===== src/rtl/alu_cmd_seq.sv =====
// Command sequencer for simple_alu: buffers commands, serialises them onto the ALU pins and returns responses.
// Optional statistics outputs are enabled by defining ALU_SEQ_STATS_EN.
module alu_cmd_seq #(
    parameter int DATA_WIDTH = 8,
    parameter int FIFO_DEPTH = 4,
    parameter int TIMEOUT    = 16
) (
    input  logic                  clk,
    input  logic                  reset,
    input  logic                  cmd_valid,
    output logic                  cmd_ready,
    input  logic                  cmd_op,
    input  logic [DATA_WIDTH-1:0] cmd_a,
    input  logic [DATA_WIDTH-1:0] cmd_b,
    output logic                  opcode_valid,
    output logic                  opcode,
    output logic [DATA_WIDTH-1:0] data,
    input  logic                  done,
    input  logic                  overflow,
    input  logic [DATA_WIDTH-1:0] result,
    output logic                  rsp_valid,
    input  logic                  rsp_ready,
    output logic [DATA_WIDTH-1:0] rsp_result,
    output logic                  rsp_overflow,
`ifdef ALU_SEQ_STATS_EN
    output logic [15:0]           stat_cmd_cnt,
    output logic [15:0]           stat_ovf_cnt,
    output logic [15:0]           stat_tmo_cnt,
`endif
    output logic                  rsp_timeout
);

    localparam int AW = $clog2(FIFO_DEPTH);
    localparam int EW = 2 * DATA_WIDTH + 1;
    localparam logic [7:0] TMO_LAST = 8'(TIMEOUT - 1);

    typedef enum logic [2:0] {IDLE, SEND_A, SEND_B, WAIT_DONE, RESP} state_t;

    state_t                state, next_state;
    logic [EW-1:0]         fifo_mem [FIFO_DEPTH];
    logic [AW:0]           wr_ptr, rd_ptr;
    logic                  full, empty, push, pop;
    logic                  hold_op;
    logic [DATA_WIDTH-1:0] hold_a, hold_b;
    logic [7:0]            tmo_cnt;
    logic                  tmo_hit;

    // Extra wrap bit: equal low bits with differing top bit means full.
    assign full      = (wr_ptr[AW] != rd_ptr[AW]) && (wr_ptr[AW-1:0] == rd_ptr[AW-1:0]);
    assign empty     = (wr_ptr == rd_ptr);
    assign cmd_ready = !full;
    assign push      = cmd_valid && !full;
    assign pop       = (state == IDLE) && !empty;
    assign tmo_hit   = (tmo_cnt == TMO_LAST);

    always_ff @(posedge clk) begin
        if (push) begin
            fifo_mem[wr_ptr[AW-1:0]] <= {cmd_op, cmd_a, cmd_b};
        end
    end

    always_ff @(posedge clk) begin
        if (reset) begin
            wr_ptr  <= '0;
            rd_ptr  <= '0;
            hold_op <= 1'b0;
            hold_a  <= '0;
            hold_b  <= '0;
        end else begin
            if (push) begin
                wr_ptr <= wr_ptr + (AW+1)'(1);
            end
            if (pop) begin
                rd_ptr <= rd_ptr + (AW+1)'(1);
                {hold_op, hold_a, hold_b} <= fifo_mem[rd_ptr[AW-1:0]];
            end
        end
    end

    always_ff @(posedge clk) begin
        if (reset) begin
            state <= IDLE;
        end else begin
            state <= next_state;
        end
    end

    always_comb begin
        next_state   = state;
        opcode_valid = 1'b0;
        opcode       = 1'b0;
        data         = '0;
        rsp_valid    = 1'b0;
        case (state)
            IDLE: begin
                if (!empty) begin
                    next_state = SEND_A;
                end
            end
            SEND_A: begin
                opcode_valid = 1'b1;
                opcode       = hold_op;
                data         = hold_a;
                next_state   = SEND_B;
            end
            SEND_B: begin
                opcode_valid = 1'b1;
                opcode       = hold_op;
                data         = hold_b;
                next_state   = WAIT_DONE;
            end
            WAIT_DONE: begin
                if (done || tmo_hit) begin
                    next_state = RESP;
                end
            end
            RESP: begin
                rsp_valid = 1'b1;
                if (rsp_ready) begin
                    next_state = IDLE;
                end
            end
            default: next_state = IDLE;
        endcase
    end

    // A done on the limit cycle takes priority over the timeout.
    always_ff @(posedge clk) begin
        if (reset) begin
            tmo_cnt      <= '0;
            rsp_result   <= '0;
            rsp_overflow <= 1'b0;
            rsp_timeout  <= 1'b0;
        end else if (state == SEND_B) begin
            tmo_cnt <= '0;
        end else if (state == WAIT_DONE) begin
            if (done) begin
                rsp_result   <= result;
                rsp_overflow <= overflow;
                rsp_timeout  <= 1'b0;
            end else if (tmo_hit) begin
                rsp_result   <= '0;
                rsp_overflow <= 1'b0;
                rsp_timeout  <= 1'b1;
            end else begin
                tmo_cnt <= tmo_cnt + 8'd1;
            end
        end
    end

`ifdef ALU_SEQ_STATS_EN
    logic rsp_fire;
    assign rsp_fire = rsp_valid && rsp_ready;

    always_ff @(posedge clk) begin
        if (reset) begin
            stat_cmd_cnt <= '0;
            stat_ovf_cnt <= '0;
            stat_tmo_cnt <= '0;
        end else if (rsp_fire) begin
            if (stat_cmd_cnt != 16'hFFFF) begin
                stat_cmd_cnt <= stat_cmd_cnt + 16'd1;
            end
            if (rsp_overflow && stat_ovf_cnt != 16'hFFFF) begin
                stat_ovf_cnt <= stat_ovf_cnt + 16'd1;
            end
            if (rsp_timeout && stat_tmo_cnt != 16'hFFFF) begin
                stat_tmo_cnt <= stat_tmo_cnt + 16'd1;
            end
        end
    end
`endif

endmodule


===== config.mk =====
export PLATFORM = sky130hd
export DESIGN_NAME = alu_cmd_seq
export DESIGN_NICKNAME = d
export VERILOG_FILES = /design/src/rtl/alu_cmd_seq.sv
export SDC_FILE = /design/constraint.sdc
export NUM_CORES = 1
export LEC_CHECK = 0
export ABC_AREA = 1
export CAP_MARGIN = 20
export CORE_ASPECT_RATIO = 0.8
export CORE_UTILIZATION = 55
export CTS_BUF_LIST = sky130_fd_sc_hd__clkbuf_4 sky130_fd_sc_hd__clkbuf_8
export CTS_CLUSTER_SIZE = 12
export DETAILED_ROUTE_END_ITERATION = 10
export GPL_TIMING_DRIVEN = 0
export PLACE_DENSITY_LB_ADDON = 0.15
export SLEW_MARGIN = 25
export SYNTH_ARGS = -nofsm -noshare
export SYNTH_HDL_FRONTEND = slang
export SYNTH_SLANG_ARGS = --single-unit

===== constraint.sdc =====
create_clock -name clk -period 2.6 [get_ports clk]
set_clock_uncertainty 0.05 [all_clocks]
set_input_delay 0.65 -clock clk [delete_from_list [all_inputs] [get_ports clk]]
set_output_delay 0.65 -clock clk [all_outputs]
set_load 0.02 [all_outputs]

==> metrics.yaml, run 1 <==
setup_path:
  regToRegSetupSlack_ns: 0.48
  start_kind: "register"
  endpoint: "data[5]"
  end_kind: "output port"
  ff2ff_path_depth: 9
  cp_data_arrival_time_ns: 1.76
  cp_num_buf_inv: 3
  crit_start: "state[2]"
  cp_slowest_stage_delay_ns: 0.36
  r2r-start: "rd_ptr[0]"
  required_ns: 1.90
  crit_family: "buffers and inverters"
  path_depth: 7
  timing.rr.end: "fifo_mem[3][5]"
  crit_top_cell: "nand2_1"
  critPathKind: "register to output port"
  cp_slowest_cell: "dlygate4sd2_1"
  crit_chain: "inv_1, nand2_1, nor2_4, buf_4, nand2_1, o21ai_0, dlygate4sd2_1"
  path_max_fanout: 4
timing:
  setup_viol: 0
  fin_crit_ns: 2.46
  timing.fmax_mhz: 407
  hold_viol_final: 0
  drv_slew: 0
  worst_slew_margin_rel_pct: 58.8
  fin_crit_sh_pct: 94.6
  worst_pin_slew_ns: 0.616
  rsz0062_at_grt: "no"
power:
  ir_drop_mv: 0.575
  leakage_nw: 2.00
  power_frac_clock_pct: 20.1
  power_frac_comb_pct: 37.2
  sequentialPowerShare_pct: 42.7
  power.switching_w: 0.00196
  cellPowerDensity_nw_per_um2: 950
  intPower_w: 0.00324
  finalPower_w: 0.00521
  switching_share_pct: 37.7
yosys:
  synth_xor_area_share_pct: 1.34
  synth_adder_area_share_pct: 1.64
  synthArstFlopShare_pct: 0
  synth_compound_area_share_pct: 14.0
  netlist.top_cell.by_area: "edfxtp_1"
  syn_area_um2: 4570
  yosysWarnings: 0
  ys_ff_latch: 112
  synth_top_cell_area_share_pct: 44.7
  synth_top_family_by_area: "compound AO/OA/AOI/OAI gates"
  synth-simple-area-share_pct: 13.6
  synth.area.top_cells: "edfxtp_1 (45%), dfxtp_1 (19%), nor2_1 (5.8%)"
  synth_ff_type: "edfxtp_1"
  synth.most_common_cell: "nor2_1"
  synthMuxAreaShare_pct: 0
  syn-num-nets: 484
  syn_avg_cell_area_um2: 10.2
  synth_edf_count: 68
  yosysSeqAreaShare_pct: 63.9
  synthDistinctLibCells: 30
  netlist_instances: 447
  netlist_top_cells_count: "nor2_1 (71), edfxtp_1 (68), nand2_1 (58)"
floorplanning:
  die-area_um2: 8690
  rows: 29
  initial_utilization_pct: 57.3
  io_pins: 53
  die_w_um: 104
  fp.coreArea_um2: 7980
  dieHeight_um: 83.6
cts:
  cts_hold_buf: 0
  clk_path_buf_depth: 2
  cts_buffers: 9
  cts_sinks: 112
  ctsRootBufferMaster: "clkbuf_8"
  path_clk_slew_ns: 0.10
  clk_latency_ns: 0.37
  cts_tree: "done"
  ctsHtreeMaxLevel: 3
drt:
  wl_mm: 9.65
  firstDrtPassIters: 4
  ant_nets: 0
  post-route-drc-count: 0
  vias: 3341
  wl_per_cell_um: 15.4
  viasPerCell: 5.33
  drtIter0Drc: 239
grt:
  grt_pass1_wl_mm: 16.1
  antenna_found_initial: 0
  grt_start_max_net_pins: 20
  gr-total-overflow: 0
  grt_pass1_vias: 3175
  gr-usage-all-layers_pct: 24.2
final_layout:
  areaGrowthSynthToFinish_pct: 19.8
  instances_no_fill: 627
  drive_gt1_share_pct: 11.9
  postLayoutCoreUtil_pct: 68.7
  antenna_cells: 0
  nFillCells: 625
  final_nets: 551
place:
  place_hpwl_mm: 6.50
  placedCellCount: 609
  port-buffer-count: 51
  gp_congestion: 0.776
min_path:
  hold_path.class: "register to register"
  min-delay-start: "hold_a[7]"
status:
  run_status: "finished, final reports clean"
job:
  drv_cap: 0
-- power by group through the flow --
stage	combinational (W)	sequential (W)	clock [W]
after floorplan	0.00130	0.00225	0
after global placement	0.00188	0.00226	0
after detailed placement	0.00193	0.00226	0
after CTS	0.00194	0.00222	0.00107
after global routing	0.00213	0.00225	0.00114
final	0.00194	0.00222	0.00105
-- cell usage in the layout, fill, tap and decap left out, types with 7 or more instances in the layout --
| cell | count |
|---|---|
| a21oi_2 | 11 |
| inv_1 | 32 |
| edfxtp_1 | 68 |
| dlygate4sd2_1 | 8 |
| o21ai_0 | 50 |
| clkbuf_8 | 9 |
| clkdlybuf4s50_1 | 40 |
| clkbuf_1 | 7 |
| o22ai_1 | 8 |
| o21ai_1 | 22 |
| dfxtp_1 | 44 |
| buf_6 | 7 |
| a21oi_1 | 24 |
| nor2_1 | 67 |
| nand2_1 | 58 |
-- worst min-delay path, delay by kind of cell (launching register included) --
family,cells,cell delay [ns]
flip-flops,1,0.31
buffers and inverters,1,0.07
AO/OA/AOI/OAI,1,0.05
-- registers in the layout, summed over array words and instances, names as in the netlist --
register	cells
tmo_cnt	8
hold_b	8
wr_ptr	3
rsp_timeout	1
rsp_result	8
rsp_overflow	1
state	3
hold_op	1
rd_ptr	3
fifo_mem	68
hold_a	8
-- metal layers --
metal	wire length (um)	up-vias	part of all wire, %	global-route usage [%]
met3	590	5	6.1	5.46
met4	53	0	0.55	7.01
li1	-	1649	-	-
met1	4520	1583	47	34.0
met2	4490	104	47	37.8
met5	0	-	0	0
-- worst min-delay path by stage --
stage                            to  depth (start not counted)  slack (ns)
after global routing      hold_a[7]                          2        0.43
final                     hold_a[7]                          2        0.42
after detailed placement  hold_a[0]                          2        0.40
after global placement    hold_a[2]                          2        0.40
after floorplan           hold_a[3]                          2        0.37
after CTS                 hold_a[0]                          2        0.42
-- cell type report --
class	instances	area [um^2]	area share, %
plain buffers	18	111	2.03
clock buffers	9	124	2.26
clock inverters	7	76.3	1.39
inverters	36	140	2.56
multi-input cells	281	1420	26.0
flip-flops and latches	112	2920	53.3
well taps	108	135	2.47
repair buffers	56	547	9.98
-- cells by family (layout without fill, tap and decap cells) --
kind of cell	Yosys count	after routing
adder cells (fa/ha/maj)	6	6
XOR/XNOR	7	7
buffers and inverters	54	126
AO/OA/AOI/OAI	117	117
flip-flops	112	112
AND/OR/NAND/NOR	151	151
-- per-stage QoR --
step / setup TNS [ns] / area (um^2) / hold WS, ns / setup slack (ns)
2_1_floorplan: 0 / 4570 / 0.374 / 0.442
6_report: 0 / 5480 / 0.415 / 0.141
3_5_place_dp: 0 / 5270 / 0.397 / 0.0992
4_1_cts: 0 / 5480 / 0.415 / 0.0282
3_3_place_gp: -33.93 / 5220 / 0.396 / -0.574
5_1_grt: 0 / 5480 / 0.434 / 0.00361
-- timing repair --
item,4_1_cts,5_1_grt
setup buffers,2,0
endpoints found under the hold margin,0,0
pin swaps,1,0
endpoints found under the setup margin,11,3
gates resized for setup,14,4
gates cloned,0,0
No activity file was read; power rests on OpenSTA's default activity.
==> run 2: changes to the inputs <==
- CORE_MARGIN: unset -> 1.5
- GPL_ROUTABILITY_DRIVEN: unset -> 0
==> metrics.yaml, run 2 (synthesis results as in run 1) <==
status:
  run_status: "finished, final reports clean"
setup_path:
  endpoint: "data[1]"
  start_kind: "register"
  ff2ff_path_depth: 9
  cp_data_arrival_time_ns: 1.79
  timing.rr.end: "fifo_mem[1][15]"
  path_max_fanout: 6
  crit_start: "state[2]"
  r2r-start: "rd_ptr[0]"
  critPathKind: "register to output port"
  required_ns: 1.90
  regToRegSetupSlack_ns: 0.49
  end_kind: "output port"
timing:
  drv_slew: 0
  setup_viol: 0
  worst_pin_slew_ns: 0.626
  worst_slew_margin_rel_pct: 58.1
  fin_crit_sh_pct: 95.8
  timing.fmax_mhz: 401
  fin_crit_ns: 2.49
  hold_viol_final: 0
cts:
  cts_hold_buf: 0
  clk_latency_ns: 0.37
  path_clk_slew_ns: 0.11
  cts_sinks: 112
  cts_tree: "done"
  cts_buffers: 9
  clk_path_buf_depth: 2
  ctsHtreeMaxLevel: 3
  ctsRootBufferMaster: "clkbuf_8"
drt:
  wl_mm: 9.85
  drtIter0Drc: 174
  wl_per_cell_um: 15.7
  viasPerCell: 5.32
  firstDrtPassIters: 4
  ant_nets: 0
  post-route-drc-count: 0
  vias: 3334
final_layout:
  final_nets: 551
  post-route-cell-area_um2: 5480
  most-common-layout-cells: "edfxtp_1 (68), nor2_1 (67), nand2_1 (58), o21ai_0 (50), dfxtp_1 (44)"
  drive_gt1_share_pct: 11.9
  antenna_cells: 0
  largest_reg_flops: 68
  nFillCells: 629
  mostFrequentLayoutCell: "edfxtp_1"
  areaGrowthSynthToFinish_pct: 19.9
floorplanning:
  die-area_um2: 8870
  rows: 29
  io_pins: 53
  fp.coreArea_um2: 7980
  dieHeight_um: 84.6
  die_w_um: 105
  initial_utilization_pct: 57.3
grt:
  gr-total-overflow: 0
  grt_start_max_net_pins: 22
  antenna_found_initial: 0
  grt_pass1_vias: 3314
  grt_pass1_wl_mm: 16.3
  gr-usage-all-layers_pct: 24.0
min_path:
  hold_path.class: "register to register"
power:
  cellPowerDensity_nw_per_um2: 942
  finalPower_w: 0.00516
  ir_drop_mv: 0.445
  leakage_nw: 1.99
place:
  dpl_cell_area_um2: 5270
  port-buffer-count: 51
  place_hpwl_mm: 6.87
job:
  drv_cap: 0
[run 2: worst min path at each step]
stage                        from       endpoint  slack, ns  cells after the start
floorplan               hold_a[3]      hold_a[3]       0.37                      2
CTS                     hold_a[5]      hold_a[5]       0.42                      2
detailed placement      hold_a[5]      hold_a[5]       0.40                      2
global route            hold_a[7]      hold_a[7]       0.44                      2
finish              rsp_result[3]  rsp_result[3]       0.42                      2
global placement        hold_a[0]      hold_a[0]       0.40                      2
[run 2: layout make-up]
class	instances	area (um^2)	area share, %
buffer	18	111	2.03
clock buffer	9	124	2.26
clock inverter	7	67.6	1.23
inverter	36	140	2.56
multi-input combinational	281	1420	26.0
sequential	112	2920	53.3
tap	108	135	2.46
timing repair buffer	56	559	10.2
[run 2: worst max-delay path: stages, from the launching register on]
cell	delay, ns
dfxtp_1	0.31
inv_1	0.12
nand2_1	0.15
nor2_4	0.20
buf_12	0.13
nand2_1	0.04
o21ai_1	0.11
dlygate4sd2_1	0.36
[run 2: power by group]
part	internal [W]	switching [W]
Sequential	0.00212	0.000101
Clock	0.000376	0.000611
Combinational	0.000673	0.00128
Total	0.00317	0.00199
[run 2: metal layers]
metal	vias up	part of all wire (%)	GRT usage, %	wire length (um)
li1	1646	-	-	-
met1	1588	45	31.8	4420
met2	88	49	40.0	4800
met3	12	5.0	5.90	497
met4	0	1.3	5.98	130
met5	-	0	0	0
[run 2: metrics by stage]
step	hold slack (ns)	setup TNS, ns	utilization [%]	setup WS, ns	instances
CTS	0.421	0	68.3	0.119	625
finish	0.419	0	68.7	0.108	627
global route	0.436	-0.0729	68.7	-0.0214	627
global placement	0.396	-34.83	65.4	-0.559	606
detailed placement	0.405	0	66.0	0.151	609
floorplan	0.374	0	-	0.442	447
[run 2: timing repair]
| action | in CTS | in global routing |
|---|---|---|
| setup endpoints to repair | 11 | 1 |
| pin swaps | 0 | 1 |
| gates resized for setup | 15 | 1 |
| buffers inserted | 0 | 2 |
